<file path="config.mk">
export PLATFORM = sky130hd
export DESIGN_NAME = turn_scheduler
export DESIGN_NICKNAME = d
export VERILOG_FILES = /design/src/rtl/turn_scheduler.sv
export SDC_FILE = /design/constraint.sdc
export NUM_CORES = 1
export LEC_CHECK = 0
export ABC_CLOCK_PERIOD_IN_PS = 2100
export CELL_PAD_IN_SITES_DETAIL_PLACEMENT = 0
export CELL_PAD_IN_SITES_GLOBAL_PLACEMENT = 1
export CORE_MARGIN = 4
export CORE_UTILIZATION = 40
export DETAILED_ROUTE_END_ITERATION = 6
export PLACE_DENSITY_LB_ADDON = 0.1
export REMOVE_ABC_BUFFERS = 1
export SLEW_MARGIN = 20
export SYNTH_ARGS = -nofsm -noshare
export SYNTH_HDL_FRONTEND = slang
export SYNTH_SLANG_ARGS = --single-unit
export TNS_END_PERCENT = 30
</file>
<file path="constraint.sdc">
create_clock -name clk -period 2.1 [get_ports clk]
set_clock_uncertainty 0.15 [all_clocks]
set_input_delay 0.42 -clock clk [delete_from_list [all_inputs] [get_ports clk]]
set_output_delay 0.42 -clock clk [all_outputs]
set_load 0.05 [all_outputs]
</file>
<file path="src/rtl/turn_scheduler.sv">
// Play sequencer between the keypad scanner and the game kernel: one move per key press,
// turn ownership, per-turn timeout, and timed win/draw/error display holds.
module turn_scheduler #(
    parameter int TICK_DIV   = 2500000,
    parameter int TURN_TICKS = 200,
    parameter int HOLD_TICKS = 18
) (
    input  logic       clk,
    input  logic       reset,
    input  logic       kb_ready_n,
    input  logic [3:0] kb_key,
    output logic       mv_valid,
    output logic [3:0] mv_cell,
    output logic       mv_player,
    input  logic       mv_ready,
    input  logic       res_valid,
    input  logic [1:0] res_code,
    output logic       turn,
    output logic [2:0] phase,
    output logic       timeout_pulse,
    output logic       board_clr
);
    localparam int PW = (TICK_DIV > 1) ? $clog2(TICK_DIV) : 1;
    localparam int TW = $clog2(TURN_TICKS + 1);
    localparam int HW = $clog2(HOLD_TICKS + 1);
    localparam logic [PW-1:0] PRESC_LAST = PW'(TICK_DIV - 1);
    localparam logic [TW-1:0] TURN_LAST  = TW'(TURN_TICKS - 1);
    localparam logic [HW-1:0] HOLD_LAST  = HW'(HOLD_TICKS - 1);

    typedef enum logic [1:0] {WAIT_KEY, ISSUE, WAIT_RES, HOLD} state_t;

    state_t          state, state_d;
    logic            rdy_s1, rdy_s2, rdy_prev;
    logic            key_evt;
    logic [3:0]      key_r;
    logic [PW-1:0]   presc;
    logic [TW-1:0]   turn_cnt;
    logic [HW-1:0]   hold_cnt;
    logic            tick, timeout, hold_done;
    logic            hold_clr, hold_clr_d;
    logic            turn_d, mv_valid_d, mv_player_d, timeout_d, board_clr_d;
    logic [3:0]      mv_cell_d;
    logic [2:0]      phase_d;

    // Strobe is idle-high, so the synchronizer resets to 1 to avoid a spurious event.
    always_ff @(posedge clk) begin
        if (reset) begin
            rdy_s1   <= 1'b1;
            rdy_s2   <= 1'b1;
            rdy_prev <= 1'b1;
            key_evt  <= 1'b0;
            key_r    <= '0;
        end else begin
            rdy_s1   <= kb_ready_n;
            rdy_s2   <= rdy_s1;
            rdy_prev <= rdy_s2;
            key_evt  <= rdy_prev & ~rdy_s2;
            if (rdy_prev & ~rdy_s2)
                key_r <= kb_key;
        end
    end

    assign tick = (presc == PRESC_LAST);

    always_ff @(posedge clk) begin
        if (reset || tick)
            presc <= '0;
        else
            presc <= presc + PW'(1);
    end

    // A registered key event beats a timeout tick landing in the same cycle.
    assign timeout   = (state == WAIT_KEY) && !key_evt && tick && (turn_cnt == TURN_LAST);
    assign hold_done = (state == HOLD) && tick && (hold_cnt == HOLD_LAST);

    always_ff @(posedge clk) begin
        if (reset || state != WAIT_KEY || key_evt || timeout)
            turn_cnt <= '0;
        else if (tick)
            turn_cnt <= turn_cnt + TW'(1);
    end

    always_ff @(posedge clk) begin
        if (reset || state != HOLD || hold_done)
            hold_cnt <= '0;
        else if (tick)
            hold_cnt <= hold_cnt + HW'(1);
    end

    always_ff @(posedge clk) begin
        if (reset) begin
            state         <= WAIT_KEY;
            turn          <= 1'b0;
            phase         <= 3'd0;
            mv_valid      <= 1'b0;
            mv_cell       <= 4'd0;
            mv_player     <= 1'b0;
            hold_clr      <= 1'b0;
            timeout_pulse <= 1'b0;
            board_clr     <= 1'b1;
        end else begin
            state         <= state_d;
            turn          <= turn_d;
            phase         <= phase_d;
            mv_valid      <= mv_valid_d;
            mv_cell       <= mv_cell_d;
            mv_player     <= mv_player_d;
            hold_clr      <= hold_clr_d;
            timeout_pulse <= timeout_d;
            board_clr     <= board_clr_d;
        end
    end

    always_comb begin
        state_d     = state;
        turn_d      = turn;
        phase_d     = phase;
        mv_valid_d  = mv_valid;
        mv_cell_d   = mv_cell;
        mv_player_d = mv_player;
        hold_clr_d  = hold_clr;
        timeout_d   = 1'b0;
        board_clr_d = 1'b0;
        case (state)
            WAIT_KEY: begin
                if (key_evt) begin
                    if (key_r >= 4'd1 && key_r <= 4'd9) begin
                        mv_valid_d  = 1'b1;
                        mv_cell_d   = key_r - 4'd1;
                        mv_player_d = turn;
                        state_d     = ISSUE;
                    end else begin
                        phase_d    = 3'd4;
                        hold_clr_d = 1'b0;
                        state_d    = HOLD;
                    end
                end else if (timeout) begin
                    turn_d    = ~turn;
                    phase_d   = {2'b00, ~turn};
                    timeout_d = 1'b1;
                end
            end
            ISSUE: begin
                if (mv_ready) begin
                    mv_valid_d = 1'b0;
                    state_d    = WAIT_RES;
                end
            end
            WAIT_RES: begin
                if (res_valid) begin
                    case (res_code)
                        2'd0: begin
                            turn_d  = ~turn;
                            phase_d = {2'b00, ~turn};
                            state_d = WAIT_KEY;
                        end
                        2'd1: begin
                            phase_d    = 3'd2 + {2'b00, turn};
                            hold_clr_d = 1'b1;
                            state_d    = HOLD;
                        end
                        2'd2: begin
                            phase_d    = 3'd5;
                            hold_clr_d = 1'b1;
                            state_d    = HOLD;
                        end
                        default: begin
                            phase_d    = 3'd4;
                            hold_clr_d = 1'b0;
                            state_d    = HOLD;
                        end
                    endcase
                end
            end
            HOLD: begin
                if (hold_done) begin
                    state_d = WAIT_KEY;
                    if (hold_clr) begin
                        board_clr_d = 1'b1;
                        turn_d      = 1'b0;
                        phase_d     = 3'd0;
                    end else begin
                        phase_d = {2'b00, turn};
                    end
                end
            end
            default: state_d = WAIT_KEY;
        endcase
    end
endmodule

</file>
==> flow_summary.yaml <==
setup_path:
  startpoint_type: "flip-flop"
  critical_path_required_ps: 2170
  critPathKind: "reg -> reg"
  cp_slowest_cell: "or4b_4"
  worstPathCellList: "or4b_4 -> nor4_4 -> nand3_2 -> a21oi_4 -> mux2_1"
  cp-end-kind: "flip-flop"
  crit_fanout: 3
  cp.arrival_ps: 2180
  slowest_delay_ps: 590
status:
  outcome: "finished with violations"
  violations: "negative setup slack"
route:
  dr.first_iter.drc_count: 71
  drt-met1-wl_mm: 3.087
  wire_per_inst_um: 12.13
  ant_nets: 0
  drt_first_pass_iters: 4
  drt_wl_total_mm: 6.213
  met2_wirelength_mm: 2.823
  vias: 2469
  drc: 0
  wl_met3_um: 214
  via_per_inst: 4.822
  routed.top_layer: "met4"
sta:
  max_freq_ghz: 0.4738
  setup_violations: 3
  setup_ws_ps: -10.40
  finalCriticalPeriod_ps: 2110
  timing.hold.ws_ps: 267.4
  worst_pin_slew_ps: 505.3
  setup_tns_ps: -20.27
  min_period_over_period: 1.005
  max_slew_margin: 0.6600
  drv_slew: 0
  rsz0062_at_grt: "true"
  hold_viol_final: 0
job:
  max-cap-violations: 0
die:
  die-area_um2: 8763
  design.core.area_um2: 6944
  rows: 30
  dieWidth_um: 93.61
  die_h_um: 93.61
  start_util: 0.4222
  num_io_pins: 23
synth:
  synth_ff_type: "dfxtp_1"
  syn_area_um2: 2932
  synth_cell_type_count: 55
  synth.yosys.seq_area_share: 0.3961
  synth-edff-count: 0
  synth_seq_cells: 58
  syn_inst: 325
  avgSynthCellArea_um2: 9.020
  async_flop_share: 0
  yosysWarnings: 0
clock_network:
  clk_latency_ps: 330
  cts_buffers: 9
  clock_path_buffers: 2
  cts.sinks: 58
  cts-root-buf: "clkbuf_8"
  clk_pin_slew_worst_paths_ps: 70
  cts_tree: "done"
  cts_max_level: 3
power_and_ir_drop:
  p_total_mw: 2.502
  ir_drop_v: 0.0004007
  power_density_nw_per_um2: 624.6
  leakage_nw: 1.579
layout:
  n_fill_cell: 631
  syn2layout_area_growth_pct: 36.66
  diodes: 0
  drive_gt1_frac: 0.2909
  register_area_um2: 1165
  multi_input_area_um2: 1759
  final_cells: 512
  layout.nets: 433
placement:
  portBuffers: 22
  routabilityCongestion: 0.7794
  dp.cells: 492
  hpwlAfterDp_mm: 4.617
global_routing:
  antenna_found_initial: 0
  grt_overflow: 0
  track_usage: 0.1553
  grt_max_degree: 23
  grt_pass1_wl_mm: 10.90
  first_global_vias: 2375
min_path:
  hold_path.class: "reg -> reg"
through the flow:
stage	utilization	instance area (um^2)	setup WS (ps)
after floorplan	-	2863	-159.0
after global placement	0.5247	3643	-97.74
after detailed placement	0.5247	3643	-181.7
after CTS	0.5596	3886	-32.51
after global routing	0.5769	4006	-131.9
final	0.5769	4006	-10.40
final timing paths:
kind / startpoint / to / slack (ps) / cells after the start
setup reg to reg: presc[12] / phase[2] / -10 / 5
hold / removal: rdy_s1 / rdy_s2 / 270 / 1
setup / recovery: presc[12] / phase[2] / -10 / 5
hold reg to reg: rdy_s1 / rdy_s2 / 270 / 1
layout by cell type, fill, tap and decap left out, drive strengths merged, types with 5 or more instances in the layout:
cell type      Yosys  final
nand2             14     14
xor2              21     21
inv               14     14
nand3             11     11
clkbuf             4     11
o21ai              7      7
nor3               9      9
or3                5      5
nor2              56     56
nand2b             7      7
and2               6      6
a21oi             12     12
xnor2             11     11
nand3b             7      7
clkdlybuf4s50      0     21
ha                11     11
mux2i              6      6
dfxtp             58     58
or2                5      5
buf                6     64
nand4             13     13
nor4               5      5
cells by family after synthesis:
| group | share of synthesized area |
|---|---|
| compound gates | 0.06915 |
| mux | 0.03969 |
| simple gates | 0.3111 |
| buf+inv | 0.04139 |
| xor+xnor | 0.09560 |
| fa+ha+maj | 0.04695 |
| flops | 0.3961 |
area by class of cell:
class | instances | share of cell area
Inverter | 14 | 0.01312
Timing Repair Buffer | 85 | 0.1724
Clock buffer | 11 | 0.03529
Sequential cell | 58 | 0.2908
Multi-Input combinational cell | 243 | 0.4391
Clock inverter | 5 | 0.01936
Tap cell | 96 | 0.02998
state kept, by name (all words and copies together) (netlist names), 2 cells and up:
| name | count |
|---|---|
| hold_cnt | 5 |
| key_r | 4 |
| mv_cell | 4 |
| phase | 3 |
| presc | 22 |
| state | 2 |
| turn_cnt | 8 |
cell usage after synthesis, drive strengths merged (4+ instances only):
library cell	n	area, um^2
nor3	9	66.32
nand2b	7	43.79
xnor2	11	96.34
nand3	11	60.06
and2	6	37.54
clkbuf	4	15.01
nand2	14	52.55
and3	4	25.02
nand4	13	87.58
xor2	21	183.9
nor2	56	210.2
a21oi	12	63.81
mux2i	6	60.06
nor4	5	58.80
ha	11	137.6
a211oi	4	30.03
buf	6	53.79
or3	5	32.53
dfxtp	58	1161
or2	5	33.78
o21ai	7	35.03
nand3b	7	52.55
inv	14	52.55
where the power goes:
part           internal (mW)  switching (mW)  leakage [nW]
registers               1.12          0.0135         0.471
clock network          0.697           0.451         0.109
logic                  0.109           0.113         0.998
layer usage:
layer,global-route usage,up-vias
met5,0,-
met4,0.05415,0
met3,0.04023,8
met2,0.2430,29
met1,0.2067,1138
li1,-,1294
what timing repair did:
item | CTS | global route
pin swaps | 3 | 8
hold buffers | 0 | 0
setup buffers | 0 | 4
hold endpoints to repair | 0 | 0
resized for setup | 5 | 22
setup endpoints to repair | 13 | 43
worst max-delay path: cells and delay by family (launching register included):
kind | cells | cell delay (ps)
mux | 1 | 330
simple gates | 3 | 1030
flops | 1 | 310
compound gates | 1 | 170
(Power assumes the default switching activity.)
==> edit 1, RTL diff (same flow settings) <==
Remove the register `timeout_pulse`: a continuous assignment takes its place, so the output `timeout_pulse` follows one clock earlier.
--- a/src/rtl/turn_scheduler.sv
+++ b/src/rtl/turn_scheduler.sv
@@ -97,5 +97,4 @@
             mv_player     <= 1'b0;
             hold_clr      <= 1'b0;
-            timeout_pulse <= 1'b0;
             board_clr     <= 1'b1;
         end else begin
@@ -107,8 +106,9 @@
             mv_player     <= mv_player_d;
             hold_clr      <= hold_clr_d;
-            timeout_pulse <= timeout_d;
             board_clr     <= board_clr_d;
         end
     end
+
+    assign timeout_pulse = timeout_d;
 
     always_comb begin
Check against the original RTL: no difference found for any inputs over 10 cycles, from zero or initial values and one cycle with reset high; that may be too few to reach the edited logic, so the function may still have changed.
==> edit 1 against the unedited design <==
  * The run still ends with negative setup slack left
  * Total power fell by 7.6%
  * Sequential cell count shrank 1
  * Worst setup slack got worse by 0.26 ns
  * Count of clock-buffer cells in the layout is the same
  * Worst hold slack worse by 0.0047 ns
  * Synthesized area is 1.4% lower
  * Wire length grew 0.80%
  * Final area shrank 6.1%
  * Non-clock buffer count decreased by 20
  * Clock power down 15%
==> edit 1: results (changes against the unedited design) <==
Critical Path Fanout Max=6 (was 3); Cell Area, Placed=3502 µm² (was 3643 µm²); crit path DAT=1.80 ns (was 2.18 ns); Compound-Gate Fraction of Synth Area=9.693% (was 6.914%); gp weighted congestion=0.8016 (was 0.7794); Fin Hold WS=0.2627 ns (was 0.2674 ns); mux cell area share after synthesis=3.159% (was 3.969%); worst-case reg-to-reg path depth=6 (was 5); post-DR wirelength/cell=12.78 µm (was 12.13 µm); setup tns final=-0.2661 ns (was -0.02027 ns); combinational family with the most area after synthesis=simple AND/OR/NAND/NOR gates (unchanged); synth top area cells=dfxtp_1, nor2_1, xnor2_1 (was dfxtp_1, nor2_1, xor2_1); worst r2r dst=turn_cnt[3]$_SDFFE_PP0N_ (was phase[2]$_SDFFE_PP0P_); Reg-to-Reg Start=presc[18]$_SDFF_PP0_ (was presc[12]$_SDFF_PP0_); violated checks=negative setup slack (unchanged); pre-CTS setup slack=-0.1222 ns (was -0.1817 ns); HPWL after detailed placement=4580 µm (was 4617 µm); Synth Area in XOR/XNOR=9.390% (was 9.560%); Syn. warnings=0 (unchanged); nets@finish=413 (was 433); share of layout cells above drive strength 1=23.35% (was 29.09%); Leak Pwr=1.446 nW (was 1.579 nW); R2R Setup Slk=0.07 ns (was -0.01 ns); Synth top cells by count=dfxtp_1, nor2_1, nand2_1 (was dfxtp_1, nor2_1, xor2_1); sequential share of the synthesized area=39.46% (was 39.61%); outcome=finished with violations (unchanged); Mapped Cells=326 (was 325); Worst slew margin=65.74% (was 66.00%); # setup viols final=1 (was 3); adder-cell area share of the yosys netlist=4.760% (was 4.695%); first-iteration detailed-routing DRC count=103 (was 71); Finished Layout Cells=490 (was 512); first-pass GRT wire length=10520 µm (was 10900 µm); CP max-delay cell=dfxtp_2 (was or4b_4); crit-path max cell delay=0.37 ns (was 0.59 ns); Via density=4.902 (was 4.822); final setup margin=-0.2661 ns (was -0.01040 ns)
==> edit 1: how the worst max path moves through the flow <==
stage	endpoint	cells past startpoint	slack, ns
floorplan	timeout_pulse	5	-0.71
global placement	turn$_SDFFE_PP0P_	7	-0.1
detailed placement	turn$_SDFFE_PP0P_	7	-0.12
CTS	timeout_pulse	7	-0.31
global route	timeout_pulse	7	-0.39
finish	timeout_pulse	6	-0.27
==> edit 1: what timing repair did <==
action                                  CTS  global route
setup buffers                             2             0
hold buffers                              0             0
endpoints found under the setup margin    1            23
pin swaps                                 4             4
resized for setup                         7             8
==> edit 1: area by class of cell <==
class,instances,area (µm²)
multi-input combinational,241,1682
tap,96,120.1
timing repair buffer,65,566.8
sequential,57,1146
clock inverter,3,42.54
inverter,17,63.81
fill,678,3144
clock buffer,11,141.4
==> edit 1: cells by family after synthesis <==
| logic type | Yosys count |
|---|---|
| muxes | 9 |
| buffers and inverters | 28 |
| xor gates and xnor gates | 31 |
| AOI/OAI and AO/OA | 41 |
| adders and majority gates | 11 |
| DFF | 57 |
| and+or+nand+nor | 149 |
==> edit 1: report_power, final <==
part | switching [W] | leakage, nW | internal (W) | total, W
Clock | 0.000418 | 0.0913 | 0.000565 | 0.000983
Sequential | 0.0000128 | 0.463 | 0.00110 | 0.00111
Combinational | 0.000113 | 0.892 | 0.000103 | 0.000216
Total | 0.000544 | 1.45 | 0.00177 | 0.00231
==> edit 1: layer usage <==
layer  vias up  part of all wire (%)  GRT usage [%]
met5         -                     0              0
li1       1262                     -              -
met1      1099                    51          21.07
met2        32                    44          22.92
met4         0                   1.7          7.814
met3         9                   2.8          3.218
==> edit 2, RTL diff (config.mk and constraints unchanged) <==
Made on the original files. `TICK_DIV`: 2500000 -> 1250000.
--- a/src/rtl/turn_scheduler.sv
+++ b/src/rtl/turn_scheduler.sv
@@ -2,5 +2,5 @@
 // turn ownership, per-turn timeout, and timed win/draw/error display holds.
 module turn_scheduler #(
-    parameter int TICK_DIV   = 2500000,
+    parameter int TICK_DIV   = 1250000,
     parameter int TURN_TICKS = 200,
     parameter int HOLD_TICKS = 18
Formal check against the unedited RTL: same outputs for any inputs over 10 cycles, from zero or initial values and one cycle with reset high; that may be too few to reach the edited logic, so the function may still have changed.
==> edit 2 against the unedited design <==
  * Largest cell class unchanged
  * Worst setup slack improved by 0.010 ns
  * Wire length decreased by 1.1%
  * Count of clock-buffer cells in the layout unchanged
  * Sequential cell count decreased by 1
  * Final area decreased by 4.5%
  * Synthesized area decreased by 6.1%
  * Total power decreased by 2.4%
  * Synthesized cell count decreased by 5.2%
  * Clock power decreased by 11%
==> edit 2: results (changes against the unedited design) <==
sequential share of the synthesized area=41.47% (was 39.61%); Hold Path Class=register to register (unchanged); crit-path max cell delay=0.61 ns (was 0.59 ns); CTS Buf Count=9 (unchanged); library cells used by synthesis=48 (was 55); Leak Pwr=1.486 nW (was 1.579 nW); CP max-delay cell=or4_4 (was or4b_4); crit-path leading delay family=simple AND/OR/NAND/NOR gates (unchanged); First-pass DRT Iterations=4 (unchanged); HPWL after detailed placement=4239 µm (was 4617 µm); gp weighted congestion=0.8175 (was 0.7794); vias after detailed routing=2371 (was 2469); share of layout cells above drive strength 1=29.23% (was 29.09%); first-pass GRT wire length=10220 µm (was 10900 µm); Top Registers=presc (21), turn_cnt (8), hold_cnt (5) (was presc (22), turn_cnt (8), hold_cnt (5)); vias in the first global route=2247 (was 2375); nets@finish=407 (was 433); Root Driver=clkbuf_8 (unchanged); pre-CTS setup slack=-0.4255 ns (was -0.1817 ns); hold buffers post-CTS=0 (unchanged); filler cell count=570 (was 631); worst-case vdd ir drop=447.0 µV (was 400.7 µV); Synth top cells by count=dfxtp_1, nor2_1, xnor2_1 (was dfxtp_1, nor2_1, xor2_1); Total GRT Usage=15.28% (was 15.53%); post-DR wirelength/cell=13.16 µm (was 12.13 µm); first-iteration detailed-routing DRC count=82 (was 71); largest net degree at the start of global routing=22 (was 23); Critical Path Fanout Max=10 (was 3); synth top area cells=dfxtp_1, nor2_1, xnor2_1 (was dfxtp_1, nor2_1, xor2_1); Slew @ Worst Pin=0.5117 ns (was 0.5053 ns); outcome=complete, no violations (was finished with violations)
==> edit 2: cell count changes after synthesis, moves of 3 or more <==
cell	before	now
and2_1	6	3
clkbuf_1	4	7
inv_1	14	11
nand2b_1	7	4
nand3_1	10	14
nand3b_1	7	2
nand4_1	12	9
nor2_1	56	51
nor3_1	6	11
nor4_1	2	9
or3_1	4	0
xnor2_1	11	21
xor2_1	21	11
==> edit 2: worst register-to-register path, delay by kind of cell, from the launching register on <==
| family | cells | cell delay [ns] |
|---|---|---|
| buffers and inverters | 1 | 0.17 |
| AND/OR/NAND/NOR | 5 | 1.36 |
| flip-flops | 1 | 0.32 |
==> edit 2: kinds of logic after synthesis <==
kind of cell | Yosys count | synth area share (%)
simple gates | 143 | 28.51
flops | 57 | 41.47
compound gates | 36 | 8.777
xor+xnor | 32 | 10.19
buf+inv | 22 | 3.411
fa+ha+maj | 11 | 5.002
mux | 7 | 2.638
==> edit 2: final timing paths <==
check,end,depth (start not counted),start,slack (ns)
worst max-delay path,presc[14]$_SDFF_PP0_,6,presc[4]$_SDFF_PP0_,0.00009
worst min-delay path,rdy_s2$_SDFF_PP1_,1,rdy_s1$_SDFF_PP1_,0.26
worst max register to register,presc[14]$_SDFF_PP0_,6,presc[4]$_SDFF_PP0_,0.00009
worst min register to register,rdy_s2$_SDFF_PP1_,1,rdy_s1$_SDFF_PP1_,0.26
==> edit 2: repair_timing <==
action | 4_1_cts | 5_1_grt
pin swaps | 7 | 11
setup endpoints to repair | 36 | 44
setup buffers | 2 | 4
resized for setup | 4 | 35
gates cloned | 0 | 3
==> edit 2: per-layer routing <==
metal / up-vias / part of all wire, % / GRT usage, %
li1: 1225 / - / -
met1: 1103 / 49 / 19.65
met2: 34 / 46 / 23.11
met3: 9 / 3.7 / 5.620
met4: 0 / 1.3 / 6.407
met5: - / 0 / 0
==> edit 2: stage by stage <==
stage	instances	TNS, ns	power (W)	area, µm²	hold WS (ns)
floorplan	297	-4.126	0.001288	2699	0.2395
global placement	442	-3.069	0.001413	3371	0.2445
detailed placement	442	-3.378	0.001412	3371	0.2476
CTS	460	0	0.002451	3597	0.2651
global route	467	-1.642	0.002559	3826	0.2893
finish	467	0	0.002442	3826	0.2604
==> edit 2: where the power goes <==
group	internal, W	leakage, nW	switching, W
Combinational	0.000143	0.926	0.000149
Clock	0.000576	0.0953	0.000441
Sequential	0.00110	0.464	0.0000285
==> edit 2: cell type report <==
class	count	area, µm²	area share [%]
Clock buffer	11	141.4	3.695
Clock inverter	5	55.05	1.439
Inverter	11	41.29	1.079
Multi-Input combinational cell	229	1659	43.36
Sequential cell	57	1150	30.05
Tap cell	77	96.34	2.518
Timing Repair Buffer	77	683.2	17.85
